File: src/rtl/pwm_rs_ctrl.sv
// PWM controller that drives a downstream RS flip-flop with one-cycle set/reset pulses.
// Duty and period changes are staged and applied only at period boundaries.
module pwm_rs_ctrl #(
  parameter int WIDTH = 8
) (
  input  logic             Clk,
  input  logic             Rst_n,
  input  logic             En,
  input  logic [WIDTH-1:0] Period,
  input  logic [WIDTH-1:0] Duty_In,
  input  logic             Duty_Valid,
  output logic             Duty_Ready,
  output logic             S,
  output logic             R,
  output logic             PWM_Q,
  output logic             Period_End
);

  typedef enum logic {
    IDLE = 1'b0,
    RUN  = 1'b1
  } state_t;

  state_t           state, state_nxt;
  logic [WIDTH-1:0] cnt, cnt_nxt;
  logic [WIDTH-1:0] duty_act;
  logic [WIDTH-1:0] per_act;
  logic [WIDTH-1:0] duty_pend;
  logic             full;
  logic             pwm_q;
  logic             load;
  logic             accept;

  assign Duty_Ready = ~full;
  assign accept     = Duty_Valid & ~full;
  assign PWM_Q      = pwm_q;

  // NOTE: every signal written here gets a default first, so no path can
  // leave it unassigned and infer a latch.
  always_comb begin
    state_nxt  = state;
    cnt_nxt    = cnt;
    load       = 1'b0;
    S          = 1'b0;
    R          = 1'b0;
    Period_End = 1'b0;

    case (state)
      IDLE: begin
        // Leaving RUN with the output high needs one trailing reset pulse.
        R = pwm_q;
        if (En) begin
          state_nxt = RUN;
          cnt_nxt   = '0;
          load      = 1'b1;
        end
      end

      RUN: begin
        S          = (cnt == '0) && (duty_act != '0);
        R          = (cnt == duty_act) && (duty_act <= per_act);
        Period_End = (cnt == per_act);
        if (!En) begin
          state_nxt = IDLE;
          cnt_nxt   = '0;
        end else if (cnt == per_act) begin
          cnt_nxt = '0;
          load    = 1'b1;
        end else begin
          cnt_nxt = cnt + WIDTH'(1);
        end
      end

      default: state_nxt = IDLE;
    endcase
  end

  // NOTE: all state updates use non-blocking assignments so every register
  // samples the values from before the edge, independent of statement order.
  always_ff @(posedge Clk) begin
    if (!Rst_n) begin
      state     <= IDLE;
      cnt       <= '0;
      duty_act  <= '0;
      per_act   <= '0;
      duty_pend <= '0;
      full      <= 1'b0;
      pwm_q     <= 1'b0;
    end else begin
      state <= state_nxt;
      cnt   <= cnt_nxt;

      if (load) begin
        per_act <= Period;
        if (full) duty_act <= duty_pend;
      end

      // A load empties the slot; a new request is only taken when it was
      // already empty, so the two never collide.
      if (load && full) begin
        full <= 1'b0;
      end else if (accept) begin
        full      <= 1'b1;
        duty_pend <= Duty_In;
      end

      if (S)      pwm_q <= 1'b1;
      else if (R) pwm_q <= 1'b0;
    end
  end

endmodule

File: config.mk
export PLATFORM = sky130hd
export DESIGN_NAME = pwm_rs_ctrl
export DESIGN_NICKNAME = d
export VERILOG_FILES = /design/src/rtl/pwm_rs_ctrl.sv
export SDC_FILE = /design/constraint.sdc
export NUM_CORES = 1
export LEC_CHECK = 0
export CORE_AREA = 10 10 70 72
export DETAILED_ROUTE_END_ITERATION = 10
export DIE_AREA = 0 0 80 82
export GPL_TIMING_DRIVEN = 0
export PLACE_DENSITY = 0.88
export RECOVER_POWER = 25
export SYNTH_ARGS = -nofsm -noshare
export SYNTH_HDL_FRONTEND = slang
export SYNTH_SLANG_ARGS = --single-unit
File: constraint.sdc
create_clock -name Clk -period 4 [get_ports Clk]
set_input_delay 1.2 -clock Clk [delete_from_list [all_inputs] [get_ports Clk]]
set_output_delay 1.2 -clock Clk [all_outputs]
set_load 0.03 [all_outputs]
==> results of run 1 <==
[synth_stat cells]
library cell	n
xnor2_1	9
a21o_1	1
nand4_2	2
o22a_1	1
nand3_2	1
o211ai_1	3
clkbuf_1	4
nor4_1	4
o21ai_0	3
o21ai_2	1
buf_2	2
nand2_1	37
mux2i_1	24
o311a_1	1
and3_1	3
or3_1	3
xor2_1	7
a21boi_0	1
buf_6	8
nand3_1	3
o2bb2ai_1	1
inv_1	12
nor3_1	2
nand3b_1	6
nand4_1	6
a31o_1	1
and2_2	1
a31o_2	3
nor2b_1	10
nor2_1	3
ha_1	10
a21oi_1	9
nand4b_1	4
dlygate4sd1_1	1
o2111ai_1	1
buf_4	1
dfxtp_1	35
and2_1	2
[cell type report]
| type | count | area share, % |
|---|---|---|
| Clock buffer | 6 | 1.74 |
| Inverter | 12 | 1.89 |
| Timing Repair Buffer | 24 | 10.1 |
| Buffer | 16 | 5.21 |
| Tap cell | 48 | 2.52 |
| Clock inverter | 2 | 0.526 |
| Sequential cell | 35 | 29.4 |
| Multi-Input combinational cell | 163 | 48.6 |
[worst max-delay path: stages, from the launching register on]
cell	delay [ps]
dfxtp_1	390
inv_1	60
ha_1	290
nor2b_1	140
o211ai_1	150
a21oi_1	80
o22a_1	200
o2bb2ai_1	150
clkdlybuf4s50_1	680
[metal layers]
layer / vias up / share of wire [%] / track usage [%]
li1: 842 / - / -
met1: 799 / 45 / 18.1
met2: 41 / 47 / 23.0
met3: 8 / 6.3 / 4.37
met4: 0 / 2.4 / 7.75
met5: - / 0 / 0
[sequential cells by signal, summed over array words and instances, names as in the netlist]
signal	count
PWM_Q	1
per_act	8
state	1
full	1
duty_act	8
duty_pend	8
cnt	8
[power groups by stage]
stage | combinational, mW | sequential, mW | clock [mW]
2_1_floorplan | 0.0899 | 0.381 | 0
3_3_place_gp | 0.130 | 0.384 | 0
3_5_place_dp | 0.135 | 0.385 | 0
4_1_cts | 0.135 | 0.377 | 0.195
5_1_grt | 0.148 | 0.379 | 0.206
6_report | 0.134 | 0.377 | 0.189
[final timing paths]
path / end / startpoint
setup / recovery: R / per_act[1]
hold reg to reg: duty_act[3] / duty_pend[3]
setup reg to reg: PWM_Q / per_act[1]
hold / removal: duty_act[3] / duty_pend[3]
[stage by stage]
stage	utilization (%)	cell area, um2	total power, mW
2_1_floorplan	-	2030	0.471
3_3_place_gp	65.2	2330	0.515
3_5_place_dp	65.2	2330	0.520
4_1_cts	66.7	2390	0.707
5_1_grt	66.5	2380	0.733
6_report	66.5	2380	0.700
[logic make-up after synthesis]
logic type | after synthesis | synth area share (%)
and+or+nand+nor | 87 | 23.3
DFF | 35 | 34.5
buffers and inverters | 28 | 8.68
adders and majority gates | 10 | 6.15
AOI/OAI and AO/OA | 26 | 8.74
muxes | 24 | 11.8
xor gates and xnor gates | 16 | 6.89
==> results.json, run 1 <==
{
  "n_antenna_cell": 0,
  "grt_max_degree": 12,
  "synth_seq_cells": 35,
  "area.sequential_um2": 701,
  "pre_cts_slack_ps": 684,
  "core_um2": 3580,
  "clkSinkCount": 35,
  "ys_seq_area_share_pct": 34.5,
  "grt_pass1_vias": 1619,
  "overflow": 0,
  "root_buffer": "clkbuf_4",
  "synth_area_leaders": "dfxtp_1 34%, mux2i_1 12%, nand2_1 6.8%, ha_1 6.2%, buf_6 4.4%",
  "die_h_um": 82,
  "synth_top_area_cell": "dfxtp_1",
  "track_usage_pct": 14.8,
  "min_path_cells": 2,
  "relSlewSlack_pct": 61.7,
  "status": "finished clean",
  "antenna_left": 0,
  "holdWs_ps": 465,
  "maxCapViolations": 0,
  "rows": 22,
  "dp.cells": 298,
  "antenna_found_initial": 0,
  "insertion_delay_ps": 350,
  "grt_setup_unrepaired": "false",
  "max_slew.worst_pin.slew_ps": 572,
  "ys_warn_count": 0,
  "synthDistinctLibCells": 38,
  "worst-path-max-fanout": 3,
  "drt_iter0_drc": 145,
  "crit_path_start_kind": "flop",
  "final_layout_size_suffix_gt1_share_pct": 9.69,
  "final_cell_mix": "37 x nand2_1, 35 x dfxtp_1, 24 x mux2i_1, 23 x clkdlybuf4s50_1, 12 x inv_1",
  "rrSetupSlack_ps": 2240,
  "p_leak_nw": 0.929,
  "intPower_uw": 497,
  "drt_wl_total_um": 4450,
  "multi_input_area_um2": 1160,
  "finClkSkew_ps": 8.16,
  "cts_tree": "built",
  "numCtsBuffers": 5,
  "finalCriticalPeriod_ps": 3690,
  "cts_setup_buffers": 0,
  "gp_congestion": 0.863,
  "die_area_um2": 6560,
  "path_class": "reg2out",
  "worst_setup_path_end_kind": "primary output",
  "drt_pre_antenna_iters": 4,
  "power.switching_uw": 203,
  "layout_commonest_cell": "nand2_1",
  "synth_top_area_share_pct": 34.5,
  "required_ps": 2800,
  "synth_cells": 226,
  "ff2ff_path_depth": 7,
  "synth_fp_nets": 256,
  "combPwrFrac_pct": 19.1,
  "ir_drop_uv": 200,
  "clock_power_share_pct": 27.1,
  "area_growth_pct": 17.0,
  "design.portCount": 25,
  "die_x_um": 80,
  "switching_share_pct": 29.0,
  "final-setup-viol-count": 0,
  "grt_first_pass_wirelength_um": 7660,
  "postSynthAreaPerCell_um2": 9.00,
  "critical_path_arrival_ps": 2490,
  "vias": 1690,
  "port_buffers": 24,
  "wl_per_cell_um": 14.5,
  "layout.nets": 287,
  "htree_levels": 2,
  "cellPowerDensity_nw_per_um2": 294,
  "clk_path_buf_depth": 2,
  "stdcell_count": 306,
  "cts_hold_buffers": 0,
  "fmax_mhz": 271,
  "setup_ws_ps": 306,
  "seqPwrFrac_pct": 53.9,
  "hold_class": "reg2reg",
  "period_share_pct": 92.4,
  "dp_hpwl_um": 3420,
  "floorplan.initialDensity_pct": 56.8,
  "clkTransAtPathRegs_ps": 100,
  "syn_area_um2": 2030,
  "fillers": 303,
  "setup_tns_ps": 0,
  "hold_viol_final": 0,
  "avgViaCountPerCell": 5.52,
  "post_cts_resized": 0,
  "route.detailed.drc": 0,
  "final_max_slew_viol_count": 0
}
Note: power is estimated with default switching activity, not from simulation.
==> run 2: changes to the inputs <==
Settings changed: GPL_TIMING_DRIVEN 0 to default.
==> run 2 against run 1 <==
Effect of this change: sequential power about the same; utilization decreased by 3.4 points; die area is the same; critical path type unchanged; wire length down 10%; highest routed layer unchanged.
==> results.json, run 2 (synthesis results as in run 1) <==
{
  "cp_num_buf_inv": 2,
  "finalCriticalPeriod_ps": 3680,
  "r2r_start": "cnt[4]",
  "path_cells": "inv_1 > ha_1 > nor2b_1 > o211ai_1 > a21oi_1 > o22a_1 > o2bb2ai_1 > clkdlybuf4s50_1",
  "design.portCount": 25,
  "p_leak_nw": 0.865,
  "antenna_found_initial": 0,
  "insertion_delay_ps": 350,
  "critPathCapture": "R",
  "htree_levels": 2,
  "fmax_mhz": 272,
  "root_buffer": "clkbuf_4",
  "reg2reg_to": "per_act[5]",
  "worst_setup_path_end_kind": "primary output",
  "clk_path_buf_depth": 2,
  "numCtsBuffers": 5,
  "cts_hold_buffers": 0,
  "vias": 1604,
  "hold_viol_final": 0,
  "drt_iter0_drc": 143,
  "holdWs_ps": 463,
  "setup_tns_ps": 0,
  "maxCapViolations": 0,
  "final_cell_mix": "37 x nand2_1, 35 x dfxtp_1, 24 x mux2i_1, 22 x clkdlybuf4s50_1, 12 x inv_1",
  "antenna_left": 0,
  "cts_setup_buffers": 0,
  "final_max_slew_viol_count": 0,
  "layout_commonest_cell": "nand2_1",
  "fillers": 310,
  "ff2ff_path_depth": 5,
  "dp_hpwl_um": 2960,
  "avgViaCountPerCell": 5.51,
  "power.switching_uw": 199,
  "die_area_um2": 6560,
  "final_layout_size_suffix_gt1_share_pct": 6.58,
  "max_slew.worst_pin.slew_ps": 885,
  "crit_path_start_kind": "flop",
  "rows": 22,
  "cp_top_family": "buffers and inverters",
  "max_stage_delay_ps": 680,
  "n_antenna_cell": 0,
  "die_x_um": 80,
  "port_buffers": 24,
  "area_growth_pct": 11.0,
  "min_path_cells": 2,
  "finClkSkew_ps": 11.4,
  "drt_wl_total_um": 4000,
  "period_share_pct": 92.1,
  "die_h_um": 82,
  "overflow": 0,
  "hold_class": "reg2reg",
  "clkSinkCount": 35,
  "route.detailed.drc": 0,
  "clock_power_share_pct": 27.5,
  "ir_drop_uv": 206,
  "rrSetupSlack_ps": 1740,
  "grt_pass1_vias": 1569,
  "crit_start": "per_act[1]",
  "switching_share_pct": 28.8,
  "floorplan.initialDensity_pct": 56.8,
  "intPower_uw": 491,
  "path_class": "reg2out",
  "status": "finished clean",
  "cellPowerDensity_nw_per_um2": 306,
  "relSlewSlack_pct": 40.9,
  "grt_max_degree": 32,
  "required_ps": 2800,
  "critical_path_arrival_ps": 2480,
  "core_um2": 3580,
  "worst-path-max-fanout": 3,
  "slowest_stage": "clkdlybuf4s50_1",
  "clkTransAtPathRegs_ps": 110,
  "drt_pre_antenna_iters": 4,
  "gp_congestion": 0.906,
  "cp.depth": 8,
  "track_usage_pct": 13.2,
  "layout.nets": 272,
  "wl_per_cell_um": 13.7,
  "post_cts_resized": 0,
  "combPwrFrac_pct": 18.0,
  "seqPwrFrac_pct": 54.5,
  "cts_tree": "built",
  "grt_first_pass_wirelength_um": 6960,
  "grt_setup_unrepaired": "false",
  "final-setup-viol-count": 0
}
run 2: changes by cell type in the layout (fill, tap and decap cells not counted), sizes merged:
cell	delta
clkbuf	-5
clkdlybuf4s50	-1
buf	-8
dlygate4sd2	-1
run 2: power groups by stage:
| stage | Sequential (mW) | Combinational, mW | Clock, mW |
|---|---|---|---|
| final | 0.376 | 0.124 | 0.190 |
| after global routing | 0.378 | 0.138 | 0.209 |
| after CTS | 0.376 | 0.125 | 0.195 |
| after detailed placement | 0.384 | 0.123 | 0 |
| after global placement | 0.383 | 0.121 | 0 |
| after floorplan | 0.381 | 0.0899 | 0 |
run 2: worst min-delay path by stage:
stage	from	endpoint
global placement	duty_pend[2]	duty_act[2]
CTS	duty_pend[4]	duty_act[4]
floorplan	duty_pend[0]	duty_act[0]
detailed placement	duty_pend[4]	duty_act[4]
finish	duty_pend[4]	duty_act[4]
global route	duty_pend[2]	duty_act[2]
run 2: cell type report:
cell class | instances | area [um2] | area share, %
clock buffers | 6 | 41.3 | 1.83
clock inverters | 2 | 12.5 | 0.554
inverters | 12 | 45.0 | 2.00
multi-input cells | 163 | 1150 | 51.2
flip-flops and latches | 35 | 701 | 31.0
well taps | 48 | 60.1 | 2.66
repair buffers | 25 | 243 | 10.8
run 2: through the flow:
stage	setup slack [ps]	power (mW)	utilization [%]	area, um2	instances
2_1_floorplan	1130	0.471	-	2030	226
3_5_place_dp	715	0.507	61.6	2200	283
6_report	317	0.690	63.1	2260	291
5_1_grt	220	0.725	63.1	2260	291
4_1_cts	306	0.696	63.1	2260	291
3_3_place_gp	767	0.505	61.6	2200	283
run 2: per-layer routing:
layer  up-vias  track usage [%]  wire length (um)
met1       756             15.7              1930
met3         7             3.93               173
met2        27             21.2              1810
met4         0             6.87                81
met5         -                0                 0
li1        814                -                 -
run 2: worst reg2reg max path, stage by stage (launching register included):
cell,delay [ps]
dfxtp_1,520
xnor2_1,190
nand4_2,170
o21ai_2,430
and2_0,630
mux2i_1,250
==> run 3: changes to the inputs <==
Settings changed: CORE_AREA 10 10 70 72 to 2 2 71 56, DIE_AREA 0 0 80 82 to 0 0 73 58.
==> run 3 against run 2 <==
Effect of this change: via count grew 0.81%; final area grew 2.5%; worst setup slack gained 84 ps; die area shrank 35%; utilization grew 2.2 points; sequential power is essentially flat.
==> results.json, run 3 (synthesis results as in run 1) <==
{
  "drt_iter0_drc": 100,
  "fmax_mhz": 278,
  "fin_util_pct": 65.3,
  "worst-path-max-fanout": 3,
  "multi_input_area_um2": 1160,
  "overflow": 0,
  "cts_setup_buffers": 0,
  "finClkSkew_ps": 3.84,
  "area.sequential_um2": 701,
  "relSlewSlack_pct": 60.0,
  "crit_path_start_kind": "flop",
  "grt_pass1_vias": 1422,
  "max_slew.worst_pin.slew_ps": 600,
  "cts_tree": "built",
  "drt_pre_antenna_iters": 4,
  "dp.cells": 278,
  "setup_tns_ps": 0,
  "vias": 1617,
  "max_stage_delay_ps": 680,
  "maxCapViolations": 0,
  "design.portCount": 25,
  "die_area_um2": 4230,
  "port_buffers": 24,
  "n_antenna_cell": 0,
  "path_class": "reg2out",
  "hold_viol_final": 0,
  "root_buffer": "clkbuf_8",
  "avgViaCountPerCell": 5.65,
  "final_layout_size_suffix_gt1_share_pct": 7.38,
  "fillers": 308,
  "period_share_pct": 90.0,
  "antenna_found_initial": 0,
  "slowest_stage": "clkdlybuf4s50_1",
  "clkSinkCount": 35,
  "htree_levels": 2,
  "critical_path_arrival_ps": 2400,
  "grt_first_pass_wirelength_um": 6690,
  "finalCriticalPeriod_ps": 3600,
  "path_cells": "inv_1 > ha_1 > nor2b_1 > o211ai_1 > a21oi_1 > o22a_1 > o2bb2ai_1 > clkdlybuf4s50_1",
  "cp_top_family": "buffers and inverters",
  "ir_drop_uv": 288,
  "final-setup-viol-count": 0,
  "final_cell_mix": "37 x nand2_1, 35 x dfxtp_1, 24 x mux2i_1, 21 x clkdlybuf4s50_1, 12 x inv_1",
  "track_usage_pct": 20.6,
  "layout.nets": 273,
  "stdcell_count": 286,
  "worst_setup_path_end_kind": "primary output",
  "grt_setup_unrepaired": "false",
  "rows": 19,
  "grt_max_degree": 33,
  "cts_hold_buffers": 0,
  "core_um2": 3540,
  "floorplan.initialDensity_pct": 57.4,
  "antenna_left": 0,
  "insertion_delay_ps": 290,
  "layout_commonest_cell": "nand2_1",
  "cellPowerDensity_nw_per_um2": 355,
  "area_growth_pct": 13.8,
  "dp_hpwl_um": 2990,
  "total_power_uw": 821,
  "p_leak_nw": 0.898,
  "final_max_slew_viol_count": 0,
  "numCtsBuffers": 5,
  "clkTransAtPathRegs_ps": 70,
  "wl_per_cell_um": 13.8,
  "holdWs_ps": 460,
  "die_h_um": 58,
  "clk_path_buf_depth": 2,
  "status": "finished clean",
  "route.detailed.drc": 0,
  "die_x_um": 73,
  "post_cts_resized": 0,
  "hold_class": "reg2reg",
  "cp_num_buf_inv": 2,
  "gp_congestion": 0.910,
  "required_ps": 2800,
  "drt_wl_total_um": 3950
}
[run 3: metal layers]
layer	vias up	share of wire, %	global-route usage (%)
li1	814	-	-
met1	752	51	30.7
met2	47	42	29.0
met3	4	6.0	4.70
met4	0	1.2	7.14
met5	-	0	0
[run 3: report_power, final]
group	switching, mW	total [mW]	leakage, nW	internal [mW]
combinational	0.0648	0.126	0.554	0.0607
clock	0.133	0.319	0.0581	0.185
sequential	0.0137	0.377	0.285	0.363
[run 3: final cells by class]
type	instances	share of cell area (%)
clock inverter	3	1.89
tap	42	2.27
multi-input combinational	163	50.0
inverter	12	1.95
clock buffer	5	2.97
timing repair buffer	26	10.7
sequential	35	30.3
[run 3: worst paths after layout]
kind,startpoint,endpoint,slack (ps),depth (start not counted)
worst max-delay path,per_act[1],R,400,8
worst min-delay path,duty_pend[5],duty_act[5],460,2
worst max register to register,cnt[3],duty_act[6],1860,5
worst min register to register,duty_pend[5],duty_act[5],460,2
[run 3: worst min-delay path, delay by kind of cell (launching register included)]
family,cells,cell delay [ps]
and+or+nand+nor,1,50
DFF,1,310
muxes,1,50
[run 3: metrics by stage]
stage	instance area [um2]	setup slack [ps]
after floorplan	2030	1130
after global placement	2200	764
after detailed placement	2200	734
after CTS	2320	401
after global routing	2310	285
final	2310	402
